**src/rtl/io_pkg.sv**
```systemverilog
// io_pkg: shared widths, default port address and control-word bit for the I/O port.
package io_pkg;
   localparam int IO_DATA_W = 8;
   localparam int IO_ADDR_W = 8;
   localparam logic [IO_ADDR_W-1:0] IO_PORT_ADDR = 8'h01;
   localparam int CW_IO_OUT_EN = 11;
endpackage

```
**src/rtl/io_port_if.sv**
```systemverilog
// io_port_if: CPU bus strobes plus TX/RX stream handshakes of the I/O port.
interface io_port_if;
   import io_pkg::*;
   logic [IO_DATA_W-1:0] bus_in, out, tx_data, rx_data;
   logic addr_write_en, out_write_en, in_read_en, busy;
   logic tx_valid, tx_ready, rx_valid, rx_ready;
   modport slave (
      input bus_in, addr_write_en, out_write_en, in_read_en, tx_ready, rx_data, rx_valid,
      output out, busy, tx_data, tx_valid, rx_ready
   );
   modport master (
      output bus_in, addr_write_en, out_write_en, in_read_en, tx_ready, rx_data, rx_valid,
      input out, busy, tx_data, tx_valid, rx_ready
   );
endinterface

```
**src/rtl/io_fifo.sv**
```systemverilog
// io_fifo: power-of-two TX FIFO; pointers wrap naturally, push refused when full.
module io_fifo
   import io_pkg::*;
#(
   parameter int DEPTH = 4
) (
   input  logic                 clk,
   input  logic                 rst,
   input  logic                 push,
   input  logic                 pop,
   input  logic [IO_DATA_W-1:0] din,
   output logic [IO_DATA_W-1:0] dout,
   output logic                 full,
   output logic                 empty
);
   localparam int AW = $clog2(DEPTH);
   localparam int CW = $clog2(DEPTH + 1);
   logic [IO_DATA_W-1:0] mem [DEPTH];
   logic [AW-1:0] rd_ptr, wr_ptr;
   logic [CW-1:0] count;
   logic do_push, do_pop;
   assign full    = count == CW'(DEPTH);
   assign empty   = count == '0;
   assign do_push = push & !full;
   assign do_pop  = pop & !empty;
   assign dout    = mem[rd_ptr];
   always_ff @(posedge clk or negedge rst) begin
      if (!rst) begin
         for (int i = 0; i < DEPTH; i++) mem[i] <= '0;
         rd_ptr <= '0;
         wr_ptr <= '0;
         count  <= '0;
      end else begin
         if (do_push) begin
            mem[wr_ptr] <= din;
            wr_ptr      <= wr_ptr + 1'b1;
         end
         if (do_pop) rd_ptr <= rd_ptr + 1'b1;
         count <= count + CW'(do_push) - CW'(do_pop);
      end
   end
endmodule

```
**src/rtl/io_port.sv**
```systemverilog
// io_port: bus responder for OUT/IN; OUT bytes queue in a TX FIFO, IN bytes come
// from a one-entry RX holding register. busy stalls the controller step.
module io_port
   import io_pkg::*;
#(
   parameter logic [IO_ADDR_W-1:0] PORT_ADDR = IO_PORT_ADDR,
   parameter int                   DEPTH     = 4
) (
   input logic       clk,
   input logic       rst,
   io_port_if.slave  bus
);
   logic [IO_ADDR_W-1:0] addr;
   logic [IO_DATA_W-1:0] rx_buf;
   logic match, wr, rd, full, empty, rx_full, rx_cap;
   assign match = addr == PORT_ADDR;
   assign wr    = bus.out_write_en & match;
   // A simultaneous OUT and IN is illegal; OUT takes priority.
   assign rd    = bus.in_read_en & match & !bus.out_write_en;
   assign rx_cap = bus.rx_valid & !rx_full;
   assign bus.tx_valid = !empty;
   assign bus.rx_ready = rst & !rx_full;
   assign bus.busy     = rst & ((wr & full) | (rd & !rx_full));
   assign bus.out      = (rd & rx_full) ? rx_buf : '0;
   io_fifo #(.DEPTH(DEPTH)) u_fifo (
      .clk   (clk),
      .rst   (rst),
      .push  (wr),
      .pop   (bus.tx_ready),
      .din   (bus.bus_in),
      .dout  (bus.tx_data),
      .full  (full),
      .empty (empty)
   );
   always_ff @(posedge clk or negedge rst) begin
      if (!rst) begin
         addr    <= '0;
         rx_buf  <= '0;
         rx_full <= 1'b0;
      end else begin
         if (bus.addr_write_en) addr <= bus.bus_in;
         if (rx_cap) begin
            rx_buf  <= bus.rx_data;
            rx_full <= 1'b1;
         end else if (rd & rx_full) rx_full <= 1'b0;
      end
   end
endmodule

```
**src/flat_wrapper.sv**
```systemverilog
// flat-port wrapper written by rule: the top's interface ports become plain ports
module io_port_flat import io_pkg::*;
#(
   parameter logic [IO_ADDR_W-1:0] PORT_ADDR = IO_PORT_ADDR,
   parameter int                   DEPTH     = 4
)
  (clk, rst, bus_bus_in, bus_addr_write_en, bus_out_write_en, bus_in_read_en, bus_tx_ready, bus_rx_data, bus_rx_valid, bus_out, bus_busy, bus_tx_data, bus_tx_valid, bus_rx_ready);
  io_port_if bus_i ();
  input logic clk;
  input logic rst;
  input wire logic [$bits(bus_i.bus_in)-1:0] bus_bus_in;
  input wire logic [$bits(bus_i.addr_write_en)-1:0] bus_addr_write_en;
  input wire logic [$bits(bus_i.out_write_en)-1:0] bus_out_write_en;
  input wire logic [$bits(bus_i.in_read_en)-1:0] bus_in_read_en;
  input wire logic [$bits(bus_i.tx_ready)-1:0] bus_tx_ready;
  input wire logic [$bits(bus_i.rx_data)-1:0] bus_rx_data;
  input wire logic [$bits(bus_i.rx_valid)-1:0] bus_rx_valid;
  output wire logic [$bits(bus_i.out)-1:0] bus_out;
  output wire logic [$bits(bus_i.busy)-1:0] bus_busy;
  output wire logic [$bits(bus_i.tx_data)-1:0] bus_tx_data;
  output wire logic [$bits(bus_i.tx_valid)-1:0] bus_tx_valid;
  output wire logic [$bits(bus_i.rx_ready)-1:0] bus_rx_ready;
  assign bus_i.bus_in = bus_bus_in;
  assign bus_i.addr_write_en = bus_addr_write_en;
  assign bus_i.out_write_en = bus_out_write_en;
  assign bus_i.in_read_en = bus_in_read_en;
  assign bus_i.tx_ready = bus_tx_ready;
  assign bus_i.rx_data = bus_rx_data;
  assign bus_i.rx_valid = bus_rx_valid;
  assign bus_out = bus_i.out;
  assign bus_busy = bus_i.busy;
  assign bus_tx_data = bus_i.tx_data;
  assign bus_tx_valid = bus_i.tx_valid;
  assign bus_rx_ready = bus_i.rx_ready;
  io_port #(.PORT_ADDR(PORT_ADDR), .DEPTH(DEPTH)) u_core (.clk(clk), .rst(rst), .bus(bus_i));
endmodule
```
**config.mk**
```make
export PLATFORM = sky130hd
export DESIGN_NAME = io_port_flat
export DESIGN_NICKNAME = d
export VERILOG_FILES = /design/src/rtl/io_pkg.sv /design/src/rtl/io_port_if.sv /design/src/rtl/io_fifo.sv /design/src/rtl/io_port.sv /design/src/flat_wrapper.sv
export SDC_FILE = /design/constraint.sdc
export NUM_CORES = 1
export LEC_CHECK = 0
export ABC_AREA = 1
export ABC_CLOCK_PERIOD_IN_PS = 1900
export CAP_MARGIN = 20
export CORE_ASPECT_RATIO = 1.4
export CORE_MARGIN = 4
export CORE_UTILIZATION = 48
export DETAILED_ROUTE_END_ITERATION = 12
export GPL_TIMING_DRIVEN = 0
export PLACE_DENSITY = 0.75
export SLEW_MARGIN = 40
export SYNTH_ARGS = -nofsm -noshare
export SYNTH_HDL_FRONTEND = slang
export SYNTH_SLANG_ARGS = --single-unit
export TNS_END_PERCENT = 50
```
**constraint.sdc**
```tcl
create_clock -name clk -period 1.9 [get_ports clk]
set_input_delay 0.38 -clock clk [delete_from_list [all_inputs] [get_ports clk]]
set_output_delay 0.38 -clock clk [all_outputs]
set_load 0.02 [all_outputs]
```
-- Yosys cells after proc, flatten, opt, wreduce, memory -nomap -nowiden
Index checks and enable logic that the tools add are counted.
- add/sub/neg operators: 4
- magnitude comparators: 3
- equality and inequality tests: 2
- mux-type cells: 9
- bitwise logic cells: 14
- reduce and logical (&&, ||, !) cells: 7
- operators with widths (operator ; count):
    $bwmux 32 ; 1
    $mux 8 ; 4
    $bmux 8 s2 ; 1
    $demux 8 s2 ; 1
    $and 1x1->1 ; 11
    $eq 8x1->1 const B ; 1
    $ge 3x3->1 const B ; 2
    $not 2->3 ; 2
    $add 2x1->2 const B ; 2
    $logic_not 1->1 ; 4
    $add 3x1->3 ; 1
    $eq 3x3->1 const B ; 1
    $logic_not 3->1 ; 1
    $lt 3x1->1 const B ; 1
    $sub 3x1->3 ; 1
    $mux 1 ; 2
    $reduce_bool 2->1 ; 1
    $logic_and 1x1->1 ; 1
    $or 1x1->1 ; 1
- register bits after elaboration: 56
- bits of input ports: 23
- output and inout bits: 19

-- Logic depth before layout (Yosys ltp)
Gate-level depths: netlist (run 1).
- word-level depth: 6
- gate-level depth with buffers: 12

-- By module
From an unflattened synthesis (run 1), not the netlist that was laid out.
- cells, all modules: 329
- area, all modules: 2826.5 um2
- by module, submodules not included (module ; instances ; cells an instance ; area an instance (um2) ; sequential area each (um2)):
    io_fifo ; 1 ; 245 ; 2001.9 ; 975.9
    io_port ; 1 ; 84 ; 824.5 ; 425.4

-- Worst setup path before layout (run 1)
No wires, ideal clock.
- kind: reg-to-reg
- start point: reg u_core.u_fifo.count[1]
- end point: reg u_core.u_fifo.count[2]
- setup time: 0.123 ns
- data arrival time: 1.879 ns
- data required time: 1.777 ns
- setup slack: -0.102 ns
- cell stages (with the launch flop): 10
- period minus slack after synthesis: 2.002 ns
- cell sequence: dfrtp_1 inv_1 nand3b_1 and2_1 ha_1 inv_1 ha_1 inv_1 fa_1 xnor2_1
- elaborated cells on any way between the ends: 8
- classes of those cells: add/sub: 2; eq/ne: 1; bitwise: 2; reduce/logical: 3
- RTL lines (item ; RTL line ; RTL):
    start, declared ; io_fifo.sv:20 ; logic [CW-1:0] count;
    start signal, assigned ; io_fifo.sv:39 ; count <= count + CW'(do_push) - CW'(do_pop);
    $logic_not 3->1 ; io_fifo.sv:23 ; assign empty = count == '0;
    $logic_not 1->1 ; -- ;
    net bus_tx_valid ; flat_wrapper.sv:21 ; output wire logic [$bits(bus_i.tx_valid)-1:0] bus_tx_valid;
    $and 1x1->1 ; io_fifo.sv:25 ; assign do_pop = pop & !empty;
    net u_core.u_fifo.do_pop ; io_fifo.sv:21 ; logic do_push, do_pop;
    $sub 3x1->3 ; io_fifo.sv:39 ;
The timed path passes the listed nets, and every way through them passes these cells.
A chain may end at the register's enable or synchronous reset.

-- Worst setup path after layout (run 1)
- start point: reg u_core.addr[3]
- end point: out bus_out[4]
- longest elaborated chain between the ends: 5
- ends and longest elaborated chain (item ; RTL line ; RTL):
    start, declared ; io_port.sv:13 ; logic [IO_ADDR_W-1:0] addr;
    start signal, assigned ; io_port.sv:41 ; if (bus.addr_write_en) addr <= bus.bus_in;
    $eq 8x1->1 ; io_port.sv:16 ; assign match = addr == PORT_ADDR;
    $and 1x1->1 (2 in series) ; io_port.sv:19 ; assign rd = bus.in_read_en & match & !bus.out_write_en;
    $and 1x1->1 ; io_port.sv:24 ; assign bus.out = (rd & rx_full) ? rx_buf : '0;
    $mux 8 ; io_port.sv:24 ;
    end, declared ; flat_wrapper.sv:18 ; output wire logic [$bits(bus_i.out)-1:0] bus_out;
No other way between the ends.

==> results.toml, run 1 <==
[yosys]
ys_ff_latch = 56
synth_commonest_cells = "88 x nand2_1, 56 x dfrtp_1, 40 x nor2_1"
yosysWarningCount = 0
synth_cell_types = 21
netlist_instances = 326
yosysTopAreaCell = "dfrtp_1"
netlist_top_cells_area = "dfrtp_1 52%, nand2_1 12%, nand4_1 8.3%, nor2_1 5.5%, o21ai_0 4.6%"
netlist_area_mm2 = 0.00272
synth.most_common_cell = "nand2_1"
synth_nets = 356
ys_seq_area_share_pct = 51.5
ys.flop_type = "dfrtp_1"
yosys.area.top_type_share_pct = 51.5
syn_avg_cell_area_um2 = 8.34
async_reset_ff_share_pct = 100
synth_edf_count = 0

[floorplan]
dieArea_mm2 = 0.00695
die_w_um = 71.6
core-area_mm2 = 0.00549
die_h_um = 97.1
io_pins = 42
start_util_pct = 49.6
fp-row-count = 32

[clock_tree]
numCtsBuffers = 5
cts_root_buf = "clkbuf_8"
cts.sinks = 56
htree_levels = 2
clk_path_buf_depth = 2
cts_tree = "built"
cts.clk_slew.worst_paths_ns = 0.11
clk_latency_ns = 0.32

[cells_and_area]
fin_nets = 424
antenna_cells = 0
final_area_mm2 = 0.00363
final_util_pct = 66.2
final_layout_size_suffix_gt1_share_pct = 23.0
seq_area_mm2 = 0.00140
multi_input_area_mm2 = 0.00124
fill_cells = 468
area_delta_synth_final_pct = 33.5

[sta]
slew_headroom_pct = 69.3
finalSetupViolCount = 11
rsz0062_at_grt = "true"
setup_ws_ns = -0.152
finalCriticalPeriod_ns = 2.05
finalCritPeriodShare_pct = 108
maxSlewViolCount = 0
worst_pin_slew_ns = 0.459
fmax_mhz = 487
clock-skew-final_ns = 0.0108
hold_viol = 0

[setup_path]
cp_num_buf_inv = 2
r2r_cells = 12
crit_path_start_kind = "register"
crit_fanout = 4
cp-end-kind = "output port"
critPathSlowestCell = "dfrtp_1"
worst_path_largest_cell_delay_ns = 0.41
cp.depth = 7
crit_family = "simple AND/OR/NAND/NOR gates"
cp_cell_sequence = "buf_4 -> nor2_4 -> nand2_2 -> nor2_4 -> nand4_2 -> nor2_1 -> buf_4"
required_ns = 1.52
arrival_ns = 1.67
worstSetupPathType = "register to output port"

[place]
dp_hpwl_mm = 5.11
port_buffers = 41
gp_congestion = 0.848
postPlaceCellArea_mm2 = 0.00323
dpl_worst_slack_ns = -0.783

[status]
violations = "negative setup slack"
outcome = "finished with violations"

[detailed_routing]
drt_iter0_drc = 266
routedWlPerCell_um = 16.3
ant_nets = 0
via_per_inst = 5.52
drt-total-wl_mm = 7.53
drcViolationCount = 0
num_vias = 2558
firstDrtPassIters = 4

[global_route]
antenna_found_initial = 0
grt_pass1_vias = 2576
grt.overflow.total = 0
grt_max_degree = 30
grt_pass1_wl_mm = 12.1
grt_usage_pct = 21.8

[job]
drv_cap = 0

[power]
vdd_drop_max_v = 0.000467
p_leak_uw = 0.00184
power.density_mw_per_mm2 = 1060

[min_path]
hp-class = "primary input to asynchronous set/reset pin"
-- power breakdown --
part           total [µW]  leakage (µW)  internal [µW]  switching (µW)
combinational        1720       0.00108            728             992
clock                 665     0.0000479            259             406
sequential           1480      0.000715           1350             132
total                3870       0.00184           2340            1530
-- final timing paths --
| kind | start | slack, ns | to |
|---|---|---|---|
| setup / recovery | u_core.addr[3] | -0.15 | bus_out[4] |
| hold / removal | rst | 0.06 | u_core.u_fifo.mem[2] |
| setup reg to reg | u_core.addr[3] | -0.12 | u_core.u_fifo.count[1] |
| hold reg to reg | u_core.u_fifo.mem[30] | 0.49 | u_core.u_fifo.mem[30] |
| max in group asynchronous | rst | 1.65 | u_core.rx_buf[2] |
| min in group clk | u_core.u_fifo.mem[30] | 0.49 | u_core.u_fifo.mem[30] |
-- cells in the final DEF (no fill, tap or decap), types with 5 or more instances in the layout --
cell / instances
buf_6: 7
nand4_1: 36
clkbuf_8: 5
nand2_1: 82
clkdlybuf4s50_1: 20
o21ai_0: 24
a21oi_1: 8
inv_2: 5
inv_1: 21
o22ai_1: 6
nor2_1: 33
buf_2: 7
dfrtp_1: 55
nand2_2: 5
nor2_2: 5
buf_4: 28
-- routing by layer --
layer / global-route usage, % / wire length (µm) / vias to the layer above
li1: - / - / 1213
met1: 25.7 / 2940 / 1225
met2: 37.8 / 3900 / 95
met3: 3.73 / 428 / 25
met4: 9.70 / 259 / 0
met5: 0 / 0 / -
-- cell families after synthesis --
family	after synthesis	share of synthesized area, %
DFF	56	51.5
adders and majority gates	7	3.50
xor gates and xnor gates	4	1.29
buffers and inverters	45	7.00
AOI/OAI and AO/OA	41	7.92
and+or+nand+nor	173	28.8
-- final cells by class --
class / count / area share, %
Sequential cell: 56 / 38.6
Clock inverter: 3 / 0.517
Buffer: 16 / 3.07
Clock buffer: 5 / 1.90
Multi-Input combinational cell: 226 / 34.3
Timing Repair Buffer: 60 / 16.0
Tap cell: 68 / 2.34
Inverter: 29 / 3.34
-- per-stage QoR --
step | TNS, ns | total power (µW) | cells | hold slack, ns
after floorplan | -0.178 | 2350 | 326 | 0.0844
after global placement | -86.10 | 2890 | 435 | 0.458
after detailed placement | -10.09 | 2950 | 436 | 0.328
after CTS | -0.784 | 3570 | 452 | 0.0629
after global routing | -2.31 | 4100 | 463 | 0.0611
final | -1.20 | 3870 | 463 | 0.0618
-- tightest hold or removal path, cell delays in order --
cell	delay, ns
buf_6	0.09
buf_12	0.09
buf_12	0.18
-- timing repair --
action,in CTS,in global routing
pin swaps,5,13
endpoints found under the hold margin,27,0
gates resized for setup,93,45
gates cloned,0,3
setup endpoints to repair,21,35
buffers inserted,5,8
hold buffers,3,0
-- flip-flops by register name, summed over array words and instances (netlist names) --
signal	flops
u_core.addr	8
u_core.rx_buf	8
u_core.rx_full	1
u_core.u_fifo.count	3
u_core.u_fifo.mem	32
u_core.u_fifo.rd_ptr	2
u_core.u_fifo.wr_ptr	2
Power figures use the tool's default switching activity.
==> inputs of run 2 (changes only) <==
CAP_MARGIN = 0   (was 20)
CORE_UTILIZATION = 35   (was 48)
PLACE_DENSITY = default   (was 0.75)
SYNTH_HIERARCHICAL = 1   (was default)
==> run 2 against run 1 <==
The run still ends with negative setup slack left. Design area rose by 3.5%. Clock skew fell by 0.0026 ns. Global-route usage fell by 6.5 points. Clock power rose by 7.2%. Die area rose by 38%. Via count fell by 5.4%. Clock-buffer cell count rose by 1.
==> results.toml, run 2 <==
[yosys]
ys_ff_latch = 56
synth_edf_count = 0
netlist_instances = 329
ys.flop_type = "dfrtp_1"
yosysTopAreaCell = "dfrtp_1"
yosysWarningCount = 6
syn_avg_cell_area_um2 = 8.59
synth_commonest_cells = "84 x nand2_1, 56 x dfrtp_1, 35 x nor2_1"
synth.most_common_cell = "nand2_1"
netlist_area_mm2 = 0.00283
ys_seq_area_share_pct = 49.6
async_reset_ff_share_pct = 100
synth_cell_types = 29
yosys.area.top_type_share_pct = 49.6
netlist_top_cells_area = "dfrtp_1 50%, nand2_1 11%, nand4_1 7.1%, nor2_1 4.6%, inv_1 2.9%"
synth_nets = 359

[setup_path]
cp_num_buf_inv = 3
crit_top_cell = "ha_4"
critPathSlowestCell = "clkdlybuf4s50_1"
crit_family = "adder cells"
required_ns = 2.16
worstSetupPathType = "primary input to register"
crit_path_start_kind = "primary input"
crit_fanout = 3
worst_path_largest_cell_delay_ns = 0.57
arrival_ns = 2.35
cp_cell_sequence = "clkdlybuf4s50_1 -> nor3b_4 -> buf_6 -> nand2_4 -> ha_4 -> inv_2 -> ha_4 -> fa_2"
cp-end-kind = "register"

[place]
port_buffers = 40
dp_hpwl_mm = 5.07
gp_congestion = 0.836
dpl_worst_slack_ns = -0.645
dp_cells = 470

[global_route]
grt_max_degree = 35
antenna_found_initial = 0
grt.overflow.total = 0
grt_pass1_vias = 2431
grt_pass1_wl_mm = 11.9
grt_usage_pct = 15.2

[status]
outcome = "finished with violations"
violations = "negative setup slack"

[clock_tree]
clk_path_buf_depth = 2
numCtsBuffers = 5
clk_latency_ns = 0.32
cts.clk_slew.worst_paths_ns = 0.10
cts_tree = "built"
cts.sinks = 56
cts_root_buf = "clkbuf_8"
htree_levels = 2

[cells_and_area]
mostFrequentLayoutCell = "nand2_1"
final_cell_mix = "83 x nand2_1, 56 x dfrtp_1, 33 x nor2_1, 32 x nand4_1, 22 x buf_4"
fill_cells = 828
fin_nets = 428
reg.largest.list = "u_core/u_fifo/mem: 32 flops, u_core/addr: 8 flops, u_core/rx_buf: 8 flops"
area_delta_synth_final_pct = 33.0
antenna_cells = 0
final_layout_size_suffix_gt1_share_pct = 25.6
seq_area_mm2 = 0.00140
finalNonFillerCells = 499
largest_register_ffs = 32
largest_register = "u_core/u_fifo/mem"
multi_input_area_mm2 = 0.00131

[floorplan]
core-area_mm2 = 0.00780
die_w_um = 84.0
io_pins = 42
fp-row-count = 38
dieArea_mm2 = 0.00960
start_util_pct = 36.2
die_h_um = 114

[power]
power.share.clock_pct = 19.0
p_leak_uw = 0.00189
finalPower_uw = 3760
switching_share_pct = 38.1
power.density_mw_per_mm2 = 999
combinationalPowerShare_pct = 44.4
vdd_drop_max_v = 0.000437
internal_power_uw = 2330
p_seq_share_pct = 36.6
p_switching_uw = 1430

[sta]
finalCriticalPeriod_ns = 2.09
finalSetupViolCount = 8
finalCritPeriodShare_pct = 110
setup_ws_ns = -0.188
finalSetupTns_ns = -0.745
whs_ns = 0.0606
fmax_mhz = 479
worst_pin_slew_ns = 0.515
clock-skew-final_ns = 0.00823
rsz0062_at_grt = "true"
slew_headroom_pct = 65.7
hold_viol = 0
maxSlewViolCount = 0

[detailed_routing]
routedWlPerCell_um = 13.8
drcViolationCount = 0
drt_iter0_drc = 195
via_per_inst = 4.85
firstDrtPassIters = 4
drt-total-wl_mm = 6.91
ant_nets = 0
num_vias = 2421

[min_path]
hp-class = "primary input to asynchronous set/reset pin"

[job]
drv_cap = 0
==> run 2: changes by cell type in the layout (fill, tap and decap cells not counted), sizes merged, moves of 4 or more <==
| cell | change |
|---|---|
| buf | +9 |
| clkbuf | -4 |
| inv | -4 |
| mux2 | +7 |
| nand3 | +8 |
| nand4 | -7 |
| nor2 | +6 |
| o22ai | -8 |
==> run 2: cells by family (layout without fill, tap and decap cells) <==
logic type / after synthesis / count (layout) / synth area share [%]
XOR/XNOR: 1 / 1 / 0.310
multiplexers: 7 / 7 / 2.79
AO/OA/AOI/OAI: 33 / 33 / 5.84
buffers and inverters: 43 / 112 / 7.75
adder cells (fa/ha/maj): 7 / 7 / 3.36
AND/OR/NAND/NOR: 182 / 183 / 30.4
flip-flops: 56 / 56 / 49.6
==> run 2: repair_timing <==
action                                  4_1_cts  5_1_grt
resized for setup                            98       20
endpoints found under the hold margin        34        0
endpoints found under the setup margin       21       17
pin swaps                                     4        9
gates cloned                                  1        0
setup buffers                                 8        9
hold buffers                                  3        0
==> run 2: area by class of cell <==
cell class,instances,share of cell area [%]
flip-flops and latches,56,37.3
well taps,100,3.33
plain buffers,18,4.23
repair buffers,61,15.2
inverters,25,2.63
multi-input cells,231,34.8
clock inverters,2,0.399
clock buffers,6,2.20
==> run 2: path summary, 6_finish.rpt <==
path / depth (start not counted) / end / start / slack (ns)
min: 3 / u_core/addr[4] / rst / 0.06
min reg2reg: 2 / u_core/u_fifo/mem[1] / u_core/u_fifo/mem[1] / 0.48
min in group clk: 3 / u_core/addr[0] / bus_addr_write_en / 0.41
max: 8 / u_core/u_fifo/count[1] / bus_out_write_en / -0.19
max reg2reg: 9 / u_core/u_fifo/count[1] / u_core/addr[6] / -0.16
max in group asynchronous: 3 / u_core/rx_buf[3] / rst / 1.34
==> run 2: per-stage QoR <==
step,util (%),cell area (µm²)
after global routing,48.2,3760
after global placement,43.5,3390
after floorplan,-,2870
after detailed placement,43.8,3410
after CTS,46.6,3630
final,48.2,3760
==> run 2: power groups by stage <==
| stage | Sequential, µW | Clock, µW | Combinational, µW |
|---|---|---|---|
| after floorplan | 1390 | 0 | 956 |
| after global placement | 1400 | 0 | 1470 |
| after detailed placement | 1410 | 0 | 1510 |
| after CTS | 1380 | 735 | 1520 |
| after global routing | 1390 | 766 | 1850 |
| final | 1370 | 713 | 1670 |
==> run 2: tightest hold or removal path: stages <==
cell and delay, ns:
buf_8 0.08, buf_12 0.09, buf_12 0.20
==> run 2: metal layers <==
metal / part of all wire [%] / track usage (%) / routed length (µm) / vias up
li1: - / - / - / 1213
met4: 1.6 / 5.47 / 111 / 0
met5: 0 / 0 / 0 / -
met3: 4.1 / 2.74 / 283 / 8
met2: 52 / 27.0 / 3620 / 53
met1: 42 / 18.6 / 2900 / 1147
==> inputs of run 3 (changes only) <==
CORE_MARGIN = 2   (was 4)
==> run 3 against run 2 <==
The flow still finishes with violations (negative setup slack). Worst hold slack improved by 0.34 ns. Wire length rose by 1.3%. Core utilization rose by 1.1 points. Clock-buffer cell count did not move. Cell count rose by 2.0%. Combinational power rose by 8%. Flip-flop and latch count did not move. Highest routed layer unchanged.
==> results.toml, run 3 (synthesized netlist as in run 2, its figures left out) <==
[detailed_routing]
ant_nets = 0
drt_iter0_drc = 121
drcViolationCount = 0
wl_met3_um = 195
routed.top_layer = "met4"
num_vias = 2460
via_per_inst = 4.83
met1_length_mm = 2.97
drt-total-wl_mm = 7.00
firstDrtPassIters = 4
routedWlPerCell_um = 13.8
met2RoutedLength_mm = 3.70

[cells_and_area]
final_layout_size_suffix_gt1_share_pct = 26.7
area_delta_synth_final_pct = 36.0
mostFrequentLayoutCell = "nand2_1"
final_area_mm2 = 0.00384
largest_register_ffs = 32
fill_cells = 793
reg.largest.list = "u_core/u_fifo/mem: 32 flops, u_core/addr: 8 flops, u_core/rx_buf: 8 flops"
fin_nets = 438
largest_register = "u_core/u_fifo/mem"
antenna_cells = 0
final_cell_mix = "83 x nand2_1, 56 x dfrtp_1, 33 x nor2_1, 32 x buf_4, 32 x nand4_1"

[clock_tree]
clk_latency_ns = 0.32
cts.sinks = 56
cts.clk_slew.worst_paths_ns = 0.10
htree_levels = 2
cts_root_buf = "clkbuf_8"
cts_tree = "built"
numCtsBuffers = 5
clk_path_buf_depth = 2

[floorplan]
die_w_um = 80.0
fp-row-count = 38
dieArea_mm2 = 0.00882
io_pins = 42
core-area_mm2 = 0.00780
die_h_um = 110
start_util_pct = 36.2

[sta]
worst_pin_slew_ns = 0.448
finalCritPeriodShare_pct = 108
finalSetupViolCount = 9
setup_ws_ns = -0.145
maxSlewViolCount = 0
finalSetupTns_ns = -0.580
finalCriticalPeriod_ns = 2.05
hold_viol = 0
fmax_mhz = 489
slew_headroom_pct = 70.1
clock-skew-final_ns = 0.00635
rsz0062_at_grt = "true"

[setup_path]
crit_family = "adder cells"
critPathSlowestCell = "dfrtp_1"
r2r-start = "u_core/addr[7]"
r2r_cells = 10
cp_num_buf_inv = 2
crit_path_start_kind = "register"
cp_cell_sequence = "nor2_2 -> nand2_2 -> nor3b_4 -> buf_6 -> nand2_4 -> ha_4 -> inv_2 -> ha_4 -> fa_2 -> xnor2_1"
regToRegSetupSlack_ns = -0.15
arrival_ns = 2.26
crit_fanout = 3
r2r-end = "u_core/u_fifo/count[2]"
required_ns = 2.11
cp-end-kind = "register"
crit_top_cell = "ha_4"
worstSetupPathType = "register to register"
worst_path_largest_cell_delay_ns = 0.40

[place]
port_buffers = 40
postPlaceCellArea_mm2 = 0.00341
dp_hpwl_mm = 4.96
dpl_worst_slack_ns = -0.643
gp_congestion = 0.816

[power]
vdd_drop_max_v = 0.000418
power.density_mw_per_mm2 = 1050
p_leak_uw = 0.00196
finalPower_uw = 4020

[global_route]
grt_max_degree = 32
grt_pass1_wl_mm = 11.6
antenna_found_initial = 0
grt_usage_pct = 17.0
grt.overflow.total = 0
grt_pass1_vias = 2427

[min_path]
hold_path_depth = 3
min_to = "u_core/addr[0]"
min_from = "bus_addr_write_en"
hp-class = "primary input to register"

[job]
drv_cap = 0

[status]
violations = "negative setup slack"
outcome = "finished with violations"
## run 3: changes by cell type in the layout (fill, tap and decap cells not counted), moves of 2 or more
cell	before	now
buf_4	22	32
o21ai_1	11	14
buf_2	13	11
clkinvlp_4	2	0
dlygate4sd3_1	0	2
inv_4	0	2
nor2_2	9	11
nor2_4	6	4
o21ai_2	2	0
## run 3: power breakdown
part | switching [µW] | leakage, µW | internal (µW)
Combinational | 969 | 0.00118 | 833
Sequential | 72.1 | 0.000715 | 1310
Clock | 410 | 0.0000614 | 432
## run 3: metrics by stage
stage / std cells / utilization [%] / hold slack, ns
2_1_floorplan: 329 / - / 0.0844
3_3_place_gp: 469 / 43.5 / 0.448
3_5_place_dp: 470 / 43.8 / 0.331
4_1_cts: 488 / 46.2 / 0.393
5_1_grt: 509 / 49.3 / 0.404
6_report: 509 / 49.3 / 0.405
## run 3: cell type report
cell class | count | area (µm²) | area share, %
buffer | 18 | 159 | 4.13
inverter | 25 | 98.8 | 2.57
clock inverter | 2 | 38.8 | 1.01
sequential | 56 | 1400 | 36.5
multi-input combinational | 231 | 1290 | 33.6
tap | 100 | 125 | 3.26
clock buffer | 6 | 82.6 | 2.15
timing repair buffer | 71 | 648 | 16.9
## run 3: worst max-delay path by stage
stage / start / end / slack, ns / cells past startpoint
2_1_floorplan: u_core/addr[6] / u_core/u_fifo/count[2] / -0.15 / 10
3_5_place_dp: bus_out_write_en / u_core/u_fifo/count[2] / -0.64 / 9
5_1_grt: u_core/addr[7] / u_core/u_fifo/count[2] / -0.24 / 10
6_report: u_core/addr[7] / u_core/u_fifo/count[2] / -0.15 / 10
4_1_cts: u_core/addr[5] / u_core/u_fifo/count[2] / -0.19 / 10
3_3_place_gp: rst / bus_busy / -2.41 / 6
## run 3: layer usage
layer  track usage (%)  vias to the layer above
met2              30.1                       35
met5                 0                        -
li1                  -                     1231
met3              3.42                        8
met4              6.17                        0
met1              20.3                     1186
## run 3: repair_timing
action | 4_1_cts | 5_1_grt
buffers inserted | 7 | 20
cloned | 0 | 1
setup endpoints to repair | 21 | 26
hold buffers | 3 | 0
resized for setup | 94 | 23
hold endpoints to repair | 25 | 0
pin swaps | 2 | 7
## run 3: tightest hold or removal path, delay by kind of cell
| kind | cells | cell delay, ns |
|---|---|---|
| AOI/OAI and AO/OA | 1 | 0.07 |
| and+or+nand+nor | 1 | 0.07 |
| buffers and inverters | 1 | 0.17 |
==> patch 1 (config.mk and constraints of run 2) <==
Reset style: synchronous (`rst`), changed in 2 clocked blocks.
--- a/src/rtl/io_fifo.sv
+++ b/src/rtl/io_fifo.sv
@@ -25,5 +25,5 @@
    assign do_pop  = pop & !empty;
    assign dout    = mem[rd_ptr];
-   always_ff @(posedge clk or negedge rst) begin
+   always_ff @(posedge clk) begin
       if (!rst) begin
          for (int i = 0; i < DEPTH; i++) mem[i] <= '0;
--- a/src/rtl/io_port.sv
+++ b/src/rtl/io_port.sv
@@ -33,5 +33,5 @@
       .empty (empty)
    );
-   always_ff @(posedge clk or negedge rst) begin
+   always_ff @(posedge clk) begin
       if (!rst) begin
          addr    <= '0;
Function: differs if rst is asserted again (counterexample within 4 cycles, from zero or initial values and one cycle with rst low); with rst held inactive, the same outputs for 10 cycles.
==> patch 1 against run 2 <==
The flow still finishes with violations (setup timing). Synthesized cell count shrank 12%. Cell count shrank 10%. Largest cell class unchanged. Routed wire length shrank 24%. Worst setup slack gained 76 ps. Sequential cell count grew 2. Design area shrank 7.8%. Die area shrank 8.6%. Fmax grew 3.8%. Clock skew shrank 3.6 ps. Sequential share of layout area grew 5.6 points. Highest routed layer unchanged. First-iteration DRC count shrank 80%. Total power shrank 3.1%. Via count shrank 17%. Area after synthesis shrank 9.4%.
==> patch 1: results (changes against run 2) <==
| Metric | Value |
|---|---|
| Status | `finished with violations (unchanged)` |
| Failing checks | `setup timing (unchanged)` |
| Worst slack at placement | `-667 ps (was -645 ps)` |
| CP Data Arrival Time | `2280 ps (was 2350 ps)` |
| Final net count | `375 (was 428)` |
| TNS Setup | `-208 ps (was -745 ps)` |
| Post-synth ARST share | `0% (was 100%)` |
| First-pass GRT wire length | `8650 µm (was 11900 µm)` |
| Setup violations, final | `7 (was 8)` |
| NetSw | `1.10 mW (was 1.43 mW)` |
| Filler cells | `677 (was 828)` |
| Layout cell share with drive strength beyond 1 | `23.4% (was 25.6%)` |
| Synth Area in Compound Gates | `12.2% (was 5.84%)` |
| Hold WC Path Type | `reg2reg (was in2async)` |
| Largest net degree at the start of global routing | `13 (was 35)` |
| DR WL met3 | `340 µm (was 283 µm)` |
| Port bufs | `41 (was 40)` |
| Vias | `2013 (was 2421)` |
| Syn Nets | `315 (was 359)` |
| Wire per inst | `11.8 µm (was 13.8 µm)` |
| Synth cell count leaders | `73 x nor2_1, 44 x inv_1, 36 x o21ai_0 (was 84 x nand2_1, 56 x dfrtp_1, 35 x nor2_1)` |
| CTS clock-pin slew for the worst setup and hold paths | `70 ps (was 100 ps)` |
| Final setup margin | `-113 ps (was -188 ps)` |
| Peak VDD IR | `537 µV (was 437 µV)` |
| Post-CTS sizing | `96 (was 98)` |
| CTS Buf Count | `9 (was 5)` |
| DP HPWL | `4020 µm (was 5070 µm)` |
| Worst reg2reg path depth | `11 (was 9)` |
| Area post-placement | `3120 µm² (was 3410 µm²)` |
| EDFF count, synth | `32 (was 0)` |
| Drt initial violations | `39 (was 195)` |
| Synth area leaders | `edfxtp_1 38%, dfxtp_1 20%, nor2_1 11% (was dfrtp_1 50%, nand2_1 11%, nand4_1 7.1%)` |
| Mux contribution to synthesized area | `0% (was 2.79%)` |
==> patch 1: through the flow <==
stage	std cells	total power, mW	hold WS (ps)
3_3_place_gp	425	2.40	445
2_1_floorplan	289	2.07	427
4_1_cts	447	3.65	459
6_report	449	3.64	458
5_1_grt	449	3.86	482
3_5_place_dp	425	2.42	450
==> patch 1: power by group through the flow <==
stage / sequential (mW) / combinational [mW] / clock (mW)
after floorplan: 1.50 / 0.565 / 0
after global placement: 1.52 / 0.875 / 0
after detailed placement: 1.52 / 0.895 / 0
after CTS: 1.51 / 0.891 / 1.25
after global routing: 1.53 / 1.02 / 1.32
final: 1.51 / 0.914 / 1.22
==> patch 1: path summary, 6_finish.rpt <==
kind	start	to	slack, ps
max	u_core/addr[0]$_SDFFE_PN0P_	u_core/u_fifo/count[1]$_SDFF_PN0_	-110
min reg2reg	u_core/rx_buf[2]$_SDFFE_PN0P_	u_core/rx_buf[2]$_SDFFE_PN0P_	460
min	u_core/rx_buf[2]$_SDFFE_PN0P_	u_core/rx_buf[2]$_SDFFE_PN0P_	460
max reg2reg	u_core/addr[0]$_SDFFE_PN0P_	u_core/u_fifo/count[1]$_SDFF_PN0_	-110
==> patch 1: final cells by class <==
class | count | area (µm²) | area share (%)
clock inverter | 7 | 93.8 | 2.71
sequential | 58 | 1490 | 42.9
inverter | 48 | 183 | 5.27
buffer | 6 | 46.3 | 1.34
timing repair buffer | 49 | 434 | 12.5
tap | 95 | 119 | 3.43
clock buffer | 9 | 124 | 3.57
multi-input combinational | 177 | 981 | 28.3
==> patch 1: critical path: stages (launching register included) <==
cell and delay (ps):
dfxtp_2 320, inv_2 40, nor2_2 100, nand2_2 110, nor3b_4 230, nand2_2 120, ha_4 290, inv_4 30
ha_4 140, inv_2 50, fa_2 420, nor2_1 110
==> patch 2 (settings of run 2) <==
Made on the original files. `DEPTH` is set to 4 in 3 places; all go to 8.
--- a/src/rtl/io_fifo.sv
+++ b/src/rtl/io_fifo.sv
@@ -3,5 +3,5 @@
    import io_pkg::*;
 #(
-   parameter int DEPTH = 4
+   parameter int DEPTH = 8
 ) (
    input  logic                 clk,
--- a/src/rtl/io_port.sv
+++ b/src/rtl/io_port.sv
@@ -5,5 +5,5 @@
 #(
    parameter logic [IO_ADDR_W-1:0] PORT_ADDR = IO_PORT_ADDR,
-   parameter int                   DEPTH     = 4
+   parameter int                   DEPTH     = 8
 ) (
    input logic       clk,
--- a/src/flat_wrapper.sv
+++ b/src/flat_wrapper.sv
@@ -3,5 +3,5 @@
 #(
    parameter logic [IO_ADDR_W-1:0] PORT_ADDR = IO_PORT_ADDR,
-   parameter int                   DEPTH     = 4
+   parameter int                   DEPTH     = 8
 )
   (clk, rst, bus_bus_in, bus_addr_write_en, bus_out_write_en, bus_in_read_en, bus_tx_ready, bus_rx_data, bus_rx_valid, bus_out, bus_busy, bus_tx_data, bus_tx_valid, bus_rx_ready);
Check against the original RTL: not equivalent (a bounded check fails within 10 cycles, from zero or initial values and one cycle with rst low).
==> patch 2 against run 2 <==
The flow still finishes with violations (setup timing). Routed wire length grew 120%. Worst setup slack lost 31 ps. Fmax shrank 1.5%. Area after synthesis grew 85%. Via count grew 93%. Die area grew 77%. Critical endpoint unchanged. Sequential cell count grew 35. Design area grew 86%. Sequential share of layout area shrank 4.7 points. Total power grew 120%. Worst hold slack lost 48 ps.
==> patch 2: results (changes against run 2) <==
| Metric | Value |
|---|---|
| Crit-path max FO | `2 (was 3)` |
| Syn Nets | `687 (was 359)` |
| Layout cell share with drive strength beyond 1 | `28.8% (was 25.6%)` |
| GRT Overall Usage | `18.0% (was 15.2%)` |
| Clock latency on the worst-skew pair | `340 ps (was 320 ps)` |
| Worst-Margin Slew | `534 ps (was 515 ps)` |
| Post-CTS Setup Inserts | `22 (was 8)` |
| Post-CTS Hold Buffers | `1 (was 3)` |
| Leak | `3.54 nW (was 1.89 nW)` |
| Post-Synth Adder-Cell Area | `2.30% (was 3.36%)` |
| Gpl congestion | `0.936 (was 0.836)` |
| CTS root buf | `clkbuf_16 (was clkbuf_8)` |
| Clock Skews | `9.98 ps (was 8.23 ps)` |
| CTS clock-pin slew for the worst setup and hold paths | `60 ps (was 100 ps)` |
| Met2 usage | `32.1% (was 27.0%)` |
| Inst Count DP | `885 (was 470)` |
| Largest registers | `u_core/u_fifo/mem x64, u_core/addr x8, u_core/rx_buf x8 (was u_core/u_fifo/mem x32, u_core/addr x8, u_core/rx_buf x8)` |
| Post-synth cell types | `31 (was 29)` |
| Sequential area share after synthesis | `43.6% (was 49.6%)` |
| GR Util met3 | `3.02% (was 2.74%)` |
| Largest net degree at the start of global routing | `56 (was 35)` |
| Slowest-stage cell, CP | `fa_2 (was clkdlybuf4s50_1)` |
| Met2 Wirelength | `7950 µm (was 3620 µm)` |
| Synth cell count leaders | `243 x nand2_1, 91 x dfrtp_1, 91 x inv_1 (was 84 x nand2_1, 56 x dfrtp_1, 35 x nor2_1)` |
| Grt met1 use | `21.0% (was 18.6%)` |
| Cells after Synth | `655 (was 329)` |
| Layout Cells excl Fill | `931 (was 499)` |
| Filler cells | `1468 (was 828)` |
| Status | `finished with violations (unchanged)` |
| Critical path's largest stage delay | `520 ps (was 570 ps)` |
| Setup violations, final | `19 (was 8)` |
| CTS Buf Count | `9 (was 5)` |
| Critical Path Source | `u_core/addr[4]$_DFFE_PN0P_ (was bus_out_write_en)` |
| TNS Setup | `-2230 ps (was -745 ps)` |
| Synth area leaders | `dfrtp_1 44%, nand2_1 17%, nand4_1 7.7% (was dfrtp_1 50%, nand2_1 11%, nand4_1 7.1%)` |
| Final setup margin | `-220 ps (was -188 ps)` |
| DR WL met3 | `623 µm (was 283 µm)` |
| H-tree Lvls | `3 (was 2)` |
| DP HPWL | `10100 µm (was 5070 µm)` |
| Drt initial violations | `282 (was 195)` |
| Pre-antenna DRT Iters | `5 (was 4)` |
| Failing checks | `setup timing (unchanged)` |
| Max FFs per register | `64 (was 32)` |
| Worst reg2reg path depth | `11 (was 9)` |
| Final net count | `770 (was 428)` |
| Wire per inst | `16.2 µm (was 13.8 µm)` |
## patch 2: per-stage QoR
| step | cell area (µm²) | hold WS [ps] | worst slack [ps] | power (mW) |
|---|---|---|---|---|
| 6_report | 6990 | 12.2 | -220 | 8.14 |
| 5_1_grt | 6990 | 23.1 | -313 | 8.62 |
| 4_1_cts | 6820 | 20.5 | -229 | 7.91 |
| 3_5_place_dp | 5930 | 311 | -660 | 5.01 |
| 3_3_place_gp | 5900 | 454 | -3550 | 4.96 |
| 2_1_floorplan | 5270 | 84.4 | -188 | 4.07 |
## patch 2: layout make-up
type	instances	share of cell area (%)
Buffer	37	4.85
Clock buffer	11	3.47
Clock inverter	4	1.07
Inverter	96	5.41
Multi-Input combinational cell	431	38.5
Sequential cell	91	32.6
Tap cell	189	3.38
Timing Repair Buffer	72	10.7
## patch 2: report_power, final
part	switching [mW]	internal (mW)
logic	2.26	1.73
registers	0.145	2.09
clock network	0.742	1.18
total	3.14	5.00
